File: src/rtl/pcm_to_i2s_tx_pkg.sv
`default_nettype none
// ============================================================================
// Module  : pcm_to_i2s_tx_pkg
// Brief   : Shared defaults and FSM state encoding for the I2S transmitter.
// Revision: 1.0 - initial release
// ============================================================================
package pcm_to_i2s_tx_pkg;

    localparam int NUMBER_OF_BITS = 16;
    localparam int SLOT_BITS      = 32;
    localparam int CLK_DIV        = 2;

    typedef enum logic [0:0] {
        ST_IDLE = 1'b0,
        ST_RUN  = 1'b1
    } state_t;

endpackage
`default_nettype wire

File: src/rtl/pcm_to_i2s_tx_clkgen.sv
`default_nettype none
// ============================================================================
// Module  : pcm_to_i2s_tx_clkgen
// Brief   : Divides clk down to the I2S bit clock and strobes each sck fall.
// Revision: 1.0 - initial release
// ============================================================================
module pcm_to_i2s_tx_clkgen #(
    parameter int CLK_DIV = 2
) (
    input  logic clk,
    input  logic reset,
    input  logic i_run,
    output logic o_sck,
    output logic o_fall
);

    localparam int c_dw = (CLK_DIV > 1) ? $clog2(CLK_DIV) : 1;
    localparam logic [c_dw-1:0] c_div_last = c_dw'(CLK_DIV - 1);

    logic [c_dw-1:0] r_div_cnt;
    logic            r_sck;
    logic            w_tick;

    assign w_tick = i_run && (r_div_cnt == c_div_last);

    // The fall strobe coincides with the clk edge that drives sck low.
    assign o_fall = w_tick && r_sck;
    assign o_sck  = r_sck;

    always_ff @(posedge clk) begin
        if (reset || !i_run) begin
            r_div_cnt <= '0;
            r_sck     <= 1'b0;
        end else if (w_tick) begin
            r_div_cnt <= '0;
            r_sck     <= ~r_sck;
        end else begin
            r_div_cnt <= r_div_cnt + c_dw'(1);
        end
    end

endmodule
`default_nettype wire

File: src/rtl/pcm_to_i2s_tx.sv
`default_nettype none
// ============================================================================
// Module  : pcm_to_i2s_tx
// Brief   : I2S transmitter; serialises one buffered stereo PCM pair per frame.
// Revision: 1.0 - initial release
// ============================================================================
module pcm_to_i2s_tx #(
    parameter int NUMBER_OF_BITS = pcm_to_i2s_tx_pkg::NUMBER_OF_BITS,
    parameter int SLOT_BITS      = pcm_to_i2s_tx_pkg::SLOT_BITS,
    parameter int CLK_DIV        = pcm_to_i2s_tx_pkg::CLK_DIV
) (
    input  logic                      clk,
    input  logic                      reset,
    input  logic                      enable,
    input  logic                      in_valid,
    output logic                      in_ready,
    input  logic [NUMBER_OF_BITS-1:0] in_left,
    input  logic [NUMBER_OF_BITS-1:0] in_right,
    output logic                      sck,
    output logic                      ws,
    output logic                      sd,
    output logic                      underrun,
    output logic                      busy
);

    import pcm_to_i2s_tx_pkg::*;

    localparam int c_cw = $clog2(2 * SLOT_BITS);
    localparam logic [c_cw-1:0] c_last  = c_cw'(2 * SLOT_BITS - 1);
    localparam logic [c_cw-1:0] c_slot  = c_cw'(SLOT_BITS);
    localparam logic [c_cw-1:0] c_nbits = c_cw'(NUMBER_OF_BITS);

    state_t                    r_state;
    logic [c_cw-1:0]           r_bit_cnt;
    logic                      r_ws;
    logic                      r_sd;
    logic                      r_underrun;
    logic                      r_hold_empty;
    logic [NUMBER_OF_BITS-1:0] r_hold_l;
    logic [NUMBER_OF_BITS-1:0] r_hold_r;
    logic [NUMBER_OF_BITS-1:0] r_sh_l;
    logic [NUMBER_OF_BITS-1:0] r_sh_r;

    logic            w_fall;
    logic            w_wrap;
    logic [c_cw-1:0] w_next;
    logic            w_next_right;
    logic [c_cw-1:0] w_pos;
    logic            w_data_bit;
    logic            w_xfer;

    pcm_to_i2s_tx_clkgen #(
        .CLK_DIV (CLK_DIV)
    ) u_clkgen (
        .clk    (clk),
        .reset  (reset),
        .i_run  (r_state == ST_RUN),
        .o_sck  (sck),
        .o_fall (w_fall)
    );

    assign w_wrap       = (r_bit_cnt == c_last);
    assign w_next       = w_wrap ? '0 : r_bit_cnt + c_cw'(1);
    assign w_next_right = (w_next >= c_slot);
    assign w_pos        = w_next_right ? (w_next - c_slot) : w_next;
    // Slot position 0 is the I2S one-bit delay; positions past the sample are padding.
    assign w_data_bit   = (w_pos != '0) && (w_pos <= c_nbits);
    assign w_xfer       = in_valid && r_hold_empty;

    assign in_ready = r_hold_empty;
    assign ws       = r_ws;
    assign sd       = r_sd;
    assign underrun = r_underrun;
    assign busy     = (r_state == ST_RUN);

    always_ff @(posedge clk) begin
        if (reset) begin
            r_state      <= ST_IDLE;
            r_bit_cnt    <= c_last;
            r_ws         <= 1'b1;
            r_sd         <= 1'b0;
            r_underrun   <= 1'b0;
            r_hold_empty <= 1'b1;
            r_hold_l     <= '0;
            r_hold_r     <= '0;
            r_sh_l       <= '0;
            r_sh_r       <= '0;
        end else begin
            r_underrun <= 1'b0;
            if (w_xfer) begin
                r_hold_l     <= in_left;
                r_hold_r     <= in_right;
                r_hold_empty <= 1'b0;
            end
            case (r_state)
                ST_IDLE: begin
                    if (enable) begin
                        r_state <= ST_RUN;
                    end
                end
                default: begin
                    if (w_fall) begin
                        if (w_wrap && !enable) begin
                            r_state   <= ST_IDLE;
                            r_bit_cnt <= c_last;
                            r_ws      <= 1'b1;
                            r_sd      <= 1'b0;
                        end else begin
                            r_bit_cnt <= w_next;
                            r_ws      <= w_next_right;
                            if (w_wrap) begin
                                // Unload cannot collide with a transfer: it needs a full register.
                                if (!r_hold_empty) begin
                                    r_sh_l       <= r_hold_l;
                                    r_sh_r       <= r_hold_r;
                                    r_hold_empty <= 1'b1;
                                end else begin
                                    r_sh_l     <= '0;
                                    r_sh_r     <= '0;
                                    r_underrun <= 1'b1;
                                end
                                r_sd <= 1'b0;
                            end else if (w_data_bit) begin
                                if (w_next_right) begin
                                    r_sd   <= r_sh_r[NUMBER_OF_BITS-1];
                                    r_sh_r <= r_sh_r << 1;
                                end else begin
                                    r_sd   <= r_sh_l[NUMBER_OF_BITS-1];
                                    r_sh_l <= r_sh_l << 1;
                                end
                            end else begin
                                r_sd <= 1'b0;
                            end
                        end
                    end
                end
            endcase
        end
    end

endmodule
`default_nettype wire

File: config.mk
export PLATFORM = sky130hd
export DESIGN_NAME = pcm_to_i2s_tx
export DESIGN_NICKNAME = d
export VERILOG_FILES = /design/src/rtl/pcm_to_i2s_tx_pkg.sv /design/src/rtl/pcm_to_i2s_tx_clkgen.sv /design/src/rtl/pcm_to_i2s_tx.sv
export SDC_FILE = /design/constraint.sdc
export NUM_CORES = 1
export LEC_CHECK = 0
export BUFFER_PORTS_ARGS = -buffer_cell sky130_fd_sc_hd__buf_2
export CORE_ASPECT_RATIO = 0.5
export CORE_UTILIZATION = 58
export DETAILED_ROUTE_END_ITERATION = 8
export PLACE_DENSITY = 0.79
export SLEW_MARGIN = 20
export SYNTH_ARGS = -nofsm -noshare
export SYNTH_HDL_FRONTEND = slang
export SYNTH_SLANG_ARGS = --single-unit
File: constraint.sdc
create_clock -name clk -period 2.4 [get_ports clk]
set_input_delay 0.24 -clock clk [delete_from_list [all_inputs] [get_ports clk]]
set_output_delay 0.24 -clock clk [all_outputs]
set_load 0.02 [all_outputs]
Yosys cells after proc, flatten, opt, wreduce, memory -nomap -nowiden
Cells that the tools add are included.

Register bits after elaboration: 77. Output and inout port bits: 6. Word-level logic and storage cells: 67.

Add/subtract/negate cells: 3. $lt $le $gt $ge: 2. Equal/unequal tests: 2. Muxes and demuxes: 27. Bitwise gates (word level): 5. Reduce and logical (&&, ||, !) cells: 16.

Operator list (count): 16-bit 2-to-1 mux (8); 6-bit 2-to-1 mux (3); 1-bit 2-to-1 mux (16); 5-bit AND reduction (2); 6-bit by 1-bit adder with 6-bit output, second input constant (1); 6-bit == test, second input constant (1); 6-bit greater-or-equal comparator, second input constant (1); 6-bit by 5-bit less-or-equal comparator with 1-bit output, second input constant (1); 6-bit nonzero test (1); 6-bit subtractor, second input constant (1); 1-bit logical AND (5); 1-bit NOT (5); 5-bit OR reduction (1); 2-bit nonzero test (2); 1-bit zero test (2); 2-bit != test, second input constant (1); 2-bit AND reduction (1); 2-bit OR reduction (1); 1-bit adder, second input constant (1); 1-bit logical OR (1).

Longest topological paths before layout
Word-level depth: 9. Depth in mapped cells: 9.

Cells and area by module
From an unflattened synthesis, not the netlist that was laid out.

Cells, all modules: 438. Area total of the unflattened synthesis: 3768.6 um^2.

By module, submodules not included: pcm_to_i2s_tx (instances 1, cells an instance 431, area an instance 3698.5 um^2); pcm_to_i2s_tx_clkgen (instances 1, cells an instance 7, area an instance 70.1 um^2).

Least setup slack after synthesis
No wires, ideal clock.

Path type: reg2reg. From: register r_bit_cnt[0]. To: register r_sh_l[6]. Setup time: 0.091 ns. Data arrival time: 1.707 ns. Data required time: 2.309 ns. Path slack: 0.602 ns. Stages on the path, launching flop included: 10. Buffers on the path: 3. Period minus slack after synthesis: 1.798 ns. Path through: dfxtp_1 -> ha_1 -> buf_6 -> and4_4 -> a21oi_1 -> o21ai_2 -> and3_1 -> buf_6 -> buf_6 -> a311oi_1.

Word-level cells in the longest chain between the ends: 8. Elaborated cells on any way between the ends: 15. Those cells by class: 2 x add/sub; 2 x order compare; 2 x eq/ne; 3 x mux; 1 x bitwise; 5 x reduce/logical.

RTL lines: start, declared (line pcm_to_i2s_tx.sv:34) `logic [c_cw-1:0] r_bit_cnt;`; start signal, assigned (line pcm_to_i2s_tx.sv:79) `r_bit_cnt <= c_last;`; start signal, assigned (line pcm_to_i2s_tx.sv:105) `r_bit_cnt <= c_last;`; start signal, assigned (line pcm_to_i2s_tx.sv:109) `r_bit_cnt <= w_next;`; 6-bit by 1-bit adder with 6-bit output or 6-bit == test (tied branches) (line pcm_to_i2s_tx.sv:63, pcm_to_i2s_tx.sv:62); 6-bit 2-to-1 mux (line pcm_to_i2s_tx.sv:63) `assign w_next = w_wrap ? '0 : r_bit_cnt + c_cw'(1);`; 6-bit subtractor or 6-bit greater-or-equal comparator (tied branches) (line pcm_to_i2s_tx.sv:65, pcm_to_i2s_tx.sv:64); 6-bit 2-to-1 mux (line pcm_to_i2s_tx.sv:65) `assign w_pos = w_next_right ? (w_next - c_slot) : w_next;`; 6-bit by 5-bit less-or-equal comparator with 1-bit output or 6-bit nonzero test (tied branches) (line pcm_to_i2s_tx.sv:67) `assign w_data_bit = (w_pos != '0) && (w_pos <= c_nbits);`; 1-bit logical AND (line pcm_to_i2s_tx.sv:67); 2-bit nonzero test (no source line); 5-bit AND reduction (no source line); end signal, assigned (line pcm_to_i2s_tx.sv:114) `r_sh_l <= r_hold_l;`; end signal, assigned (line pcm_to_i2s_tx.sv:129) `r_sh_l <= r_sh_l << 1;`; end, declared (line pcm_to_i2s_tx.sv:41) `logic [NUMBER_OF_BITS-1:0] r_sh_l;`.

Parallel ways exist; a longest one is shown, timed or not. A chain may end at the register's enable or synchronous reset.

Worst setup path in the final report
From: register r_bit_cnt[0]. To: register r_bit_cnt[5].

Word-level cells in the longest chain between the ends: 3. Elaborated cells on any way between the ends: 5. Those cells by class: 1 x add/sub; 1 x eq/ne; 2 x mux; 1 x reduce/logical.

RTL lines: 6-bit by 1-bit adder with 6-bit output or 6-bit == test (tied branches) (line pcm_to_i2s_tx.sv:63, pcm_to_i2s_tx.sv:62); 6-bit 2-to-1 mux or 1-bit logical AND (tied branches) (line pcm_to_i2s_tx.sv:63, pcm_to_i2s_tx.sv:103); 6-bit 2-to-1 mux (*) (line pcm_to_i2s_tx.sv:103) `if (w_wrap && !enable) begin`.

Every way passes the cells marked *; elsewhere a longest branch is shown, timed or not.

==> results.cfg <==
[outcome]
status = complete, but fails checks
violations = design-rule violations

[cts]
cts.htree.levels = 3
clock_sinks = 77
postCtsSetupBuffers = 0
path_clk_slew_ps = 60
cts.path.max_buffers = 2
cts_tree = yes
clock-root-buffer = clkbuf_16
ctsResizeCount = 0
numCtsBuffers = 9
cts-hold-fix-buffers = 0
clk_latency_ps = 330

[critical_path]
endpoint_kind = flip-flop
start_kind = flip-flop
worst-setup-path-type = flip-flop to flip-flop
r2r-start = r_bit_cnt[0]
worstPathMaxFanout = 33
ff2ff_setup_slack_ps = 260
crit_required_ps = 2570
rr_worst_depth = 7
cp.arrival_ps = 2320
r2r-end = r_bit_cnt[5]

[sta]
fin_crit_ps = 2140
layout_setup_ws_ps = 255
finalClockSkew_ps = 5.81
timing.slew.headroom_pct = 53.6
finalSetupTns_ps = 0
setup_viol = 0
worst_pin_slew_ps = 694
min_period_over_period_pct = 89.4
hold_viol = 0
finalMaxSlewViolations = 0
fmax_mhz = 466
rsz0062_at_grt = false

[global_routing]
grt_pass1_wl_mm = 13.6
grt_pass1_vias = 2823
grt_max_degree = 38
gr-total-overflow = 0
grt_usage_pct = 27.1
grt_antenna_before_repair = 0

[die]
die_y_um = 57.1
rows = 19
die-area_um2 = 6400
ios = 42
die_x_um = 112
start_util_pct = 62.2
core_um2 = 5660

[routing]
ant_nets = 0
wl_per_cell_um = 15.7
wl_mm = 8.05
drt_iter0_drc = 228
drtPass1Iterations = 7
via_per_inst = 6.04
drc = 1
detailroute.via_count = 3100

[layout]
drive_above_1_share_pct = 20.0
antenna_cells = 0
area_delta_synth_final_pct = 13.9
finalNetCount = 472

[worst_hold_path]
holdPathStages = 3
whs_endpoint = r_hold_l[8]
min_from = in_left[8]
hp-class = primary input to flip-flop

[yosys]
syn-num-nets = 446
avgSynthCellArea_um2 = 8.61
yosys_warnings = 0
synth_cell_types = 39
ys_ff_latch = 77
yosysTopAreaCell = dfxtp_1
ys_seq_area_share_pct = 43.8
ys_top_cells_by_area = dfxtp_1 (44%), nand2_1 (12%), nand3b_1 (6.6%), a31oi_1 (5.5%), a311oi_1 (5.2%)
syn-instance-count = 409
synth_top_area_share_pct = 43.8
syn_area_um2 = 3520

[pwr]
power.density_nw_per_um2 = 696
ir_worst_vdd_v = 0.000418
power.leakage_nw = 1.39

[run]
cap_violations = 0

[placement]
io_buffer_count = 41
post-place-ws_ps = 287
place.gp.congestion = 0.919
dp_hpwl_mm = 5.35
layout make-up:
| cell class | instances | area (um2) |
|---|---|---|
| multi-input combinational | 289 | 1750 |
| fill | 456 | 1650 |
| sequential | 77 | 1540 |
| timing repair buffer | 56 | 343 |
| clock buffer | 13 | 260 |
| tap | 73 | 91.3 |
| clock inverter | 3 | 20.0 |
| inverter | 2 | 7.51 |
critical path: stages, from the launching register on:
cell and delay (ps):
dfxtp_1 330, ha_1 300, and4_4 240, nand2_1 100, buf_4 340, nor3_1 90, nor2_1 380, o311ai_0 210
how the worst max path moves through the flow:
stage	startpoint	depth (start not counted)	to	slack (ps)
6_report	r_bit_cnt[0]	7	r_bit_cnt[5]	260
4_1_cts	r_bit_cnt[0]	7	r_bit_cnt[5]	270
5_1_grt	r_bit_cnt[0]	7	r_bit_cnt[5]	140
3_5_place_dp	r_bit_cnt[0]	7	r_bit_cnt[5]	290
3_3_place_gp	r_bit_cnt[0]	7	r_bit_cnt[5]	370
2_1_floorplan	r_bit_cnt[0]	9	r_sh_l[6]	600
per-stage QoR:
step	instance area, um2	hold WS, ps	total power [mW]	utilization (%)	std cells
2_1_floorplan	3520	350	1.49	-	409
3_3_place_gp	3730	443	1.56	65.9	497
3_5_place_dp	3730	451	1.56	65.9	497
4_1_cts	4010	140	2.80	70.9	513
5_1_grt	4010	150	2.89	70.9	513
6_report	4010	146	2.79	70.9	513
per-layer routing:
layer	up-vias	GRT usage, %	routed length [um]
li1	1523	-	-
met1	1474	37.9	3990
met2	93	42.1	3580
met3	10	7.33	427
met4	0	6.67	57
met5	-	0	0
cells in the mapped netlist (all sizes together):
cell and count:
o211ai 2, and4 1, and2 3, xnor2 1, clkbuf 23, a21oi 36, o21bai 2, o21a 4
nand2 108, nand3b 31, dfxtp 77, nor2 4, nor3 4, a2bb2oi 1, mux2i 2, o311ai 1
a311oi 30, inv 2, ha 1, xor2 2, a31oi 32, o21ai 6, o41ai 1, nand4 1
and4b 1, nand3 5, buf 18, nand2b 5, and3 5
placed cells by master, fill, tap and decap left out, types with 2 or more instances in the layout:
cell          n
inv_1         2
o211ai_1      2
clkbuf_8      2
and3_4        2
a31oi_1      30
buf_12        2
nand3b_1     31
a311oi_2      7
and3_1        3
nor2_1        4
buf_2        41
a311oi_4      2
clkbuf_16     9
o21bai_1      2
o21ai_2       2
a311oi_1     21
nand3_1       5
clkbuf_1      2
nor3_1        4
xor2_1        2
and2_1        2
o21ai_0       4
o21a_1        3
nand2b_1      5
buf_4        13
a21oi_1      36
clkinvlp_4    2
mux2i_1       2
nand2_1     108
dfxtp_1      77
flip-flops by register name (all words and copies together) (netlist names):
name	count
r_bit_cnt	6
r_hold_l	16
busy	1
in_ready	1
u_clkgen.o_sck	1
ws	1
r_hold_r	16
r_sh_l	16
underrun	1
u_clkgen.r_div_cnt	1
r_sh_r	16
sd	1
report_power, final:
part / switching [mW] / total [mW] / internal [mW] / leakage (nW)
registers: 0.0273 / 1.34 / 1.32 / 0.626
clock network: 0.499 / 1.25 / 0.755 / 0.132
logic: 0.115 / 0.195 / 0.0795 / 0.634
total: 0.642 / 2.79 / 2.15 / 1.39
logic make-up (layout without fill, tap and decap cells):
group,count (synthesis),count (layout),synth area share [%]
AND/OR/NAND/NOR,168,168,23.3
AO/OA/AOI/OAI,115,115,24.5
flip-flops,77,77,43.8
buffers and inverters,43,74,6.75
XOR/XNOR,3,3,0.747
multiplexers,2,2,0.569
adder cells (fa/ha/maj),1,1,0.355
Note: power is estimated with default switching activity, not from simulation.
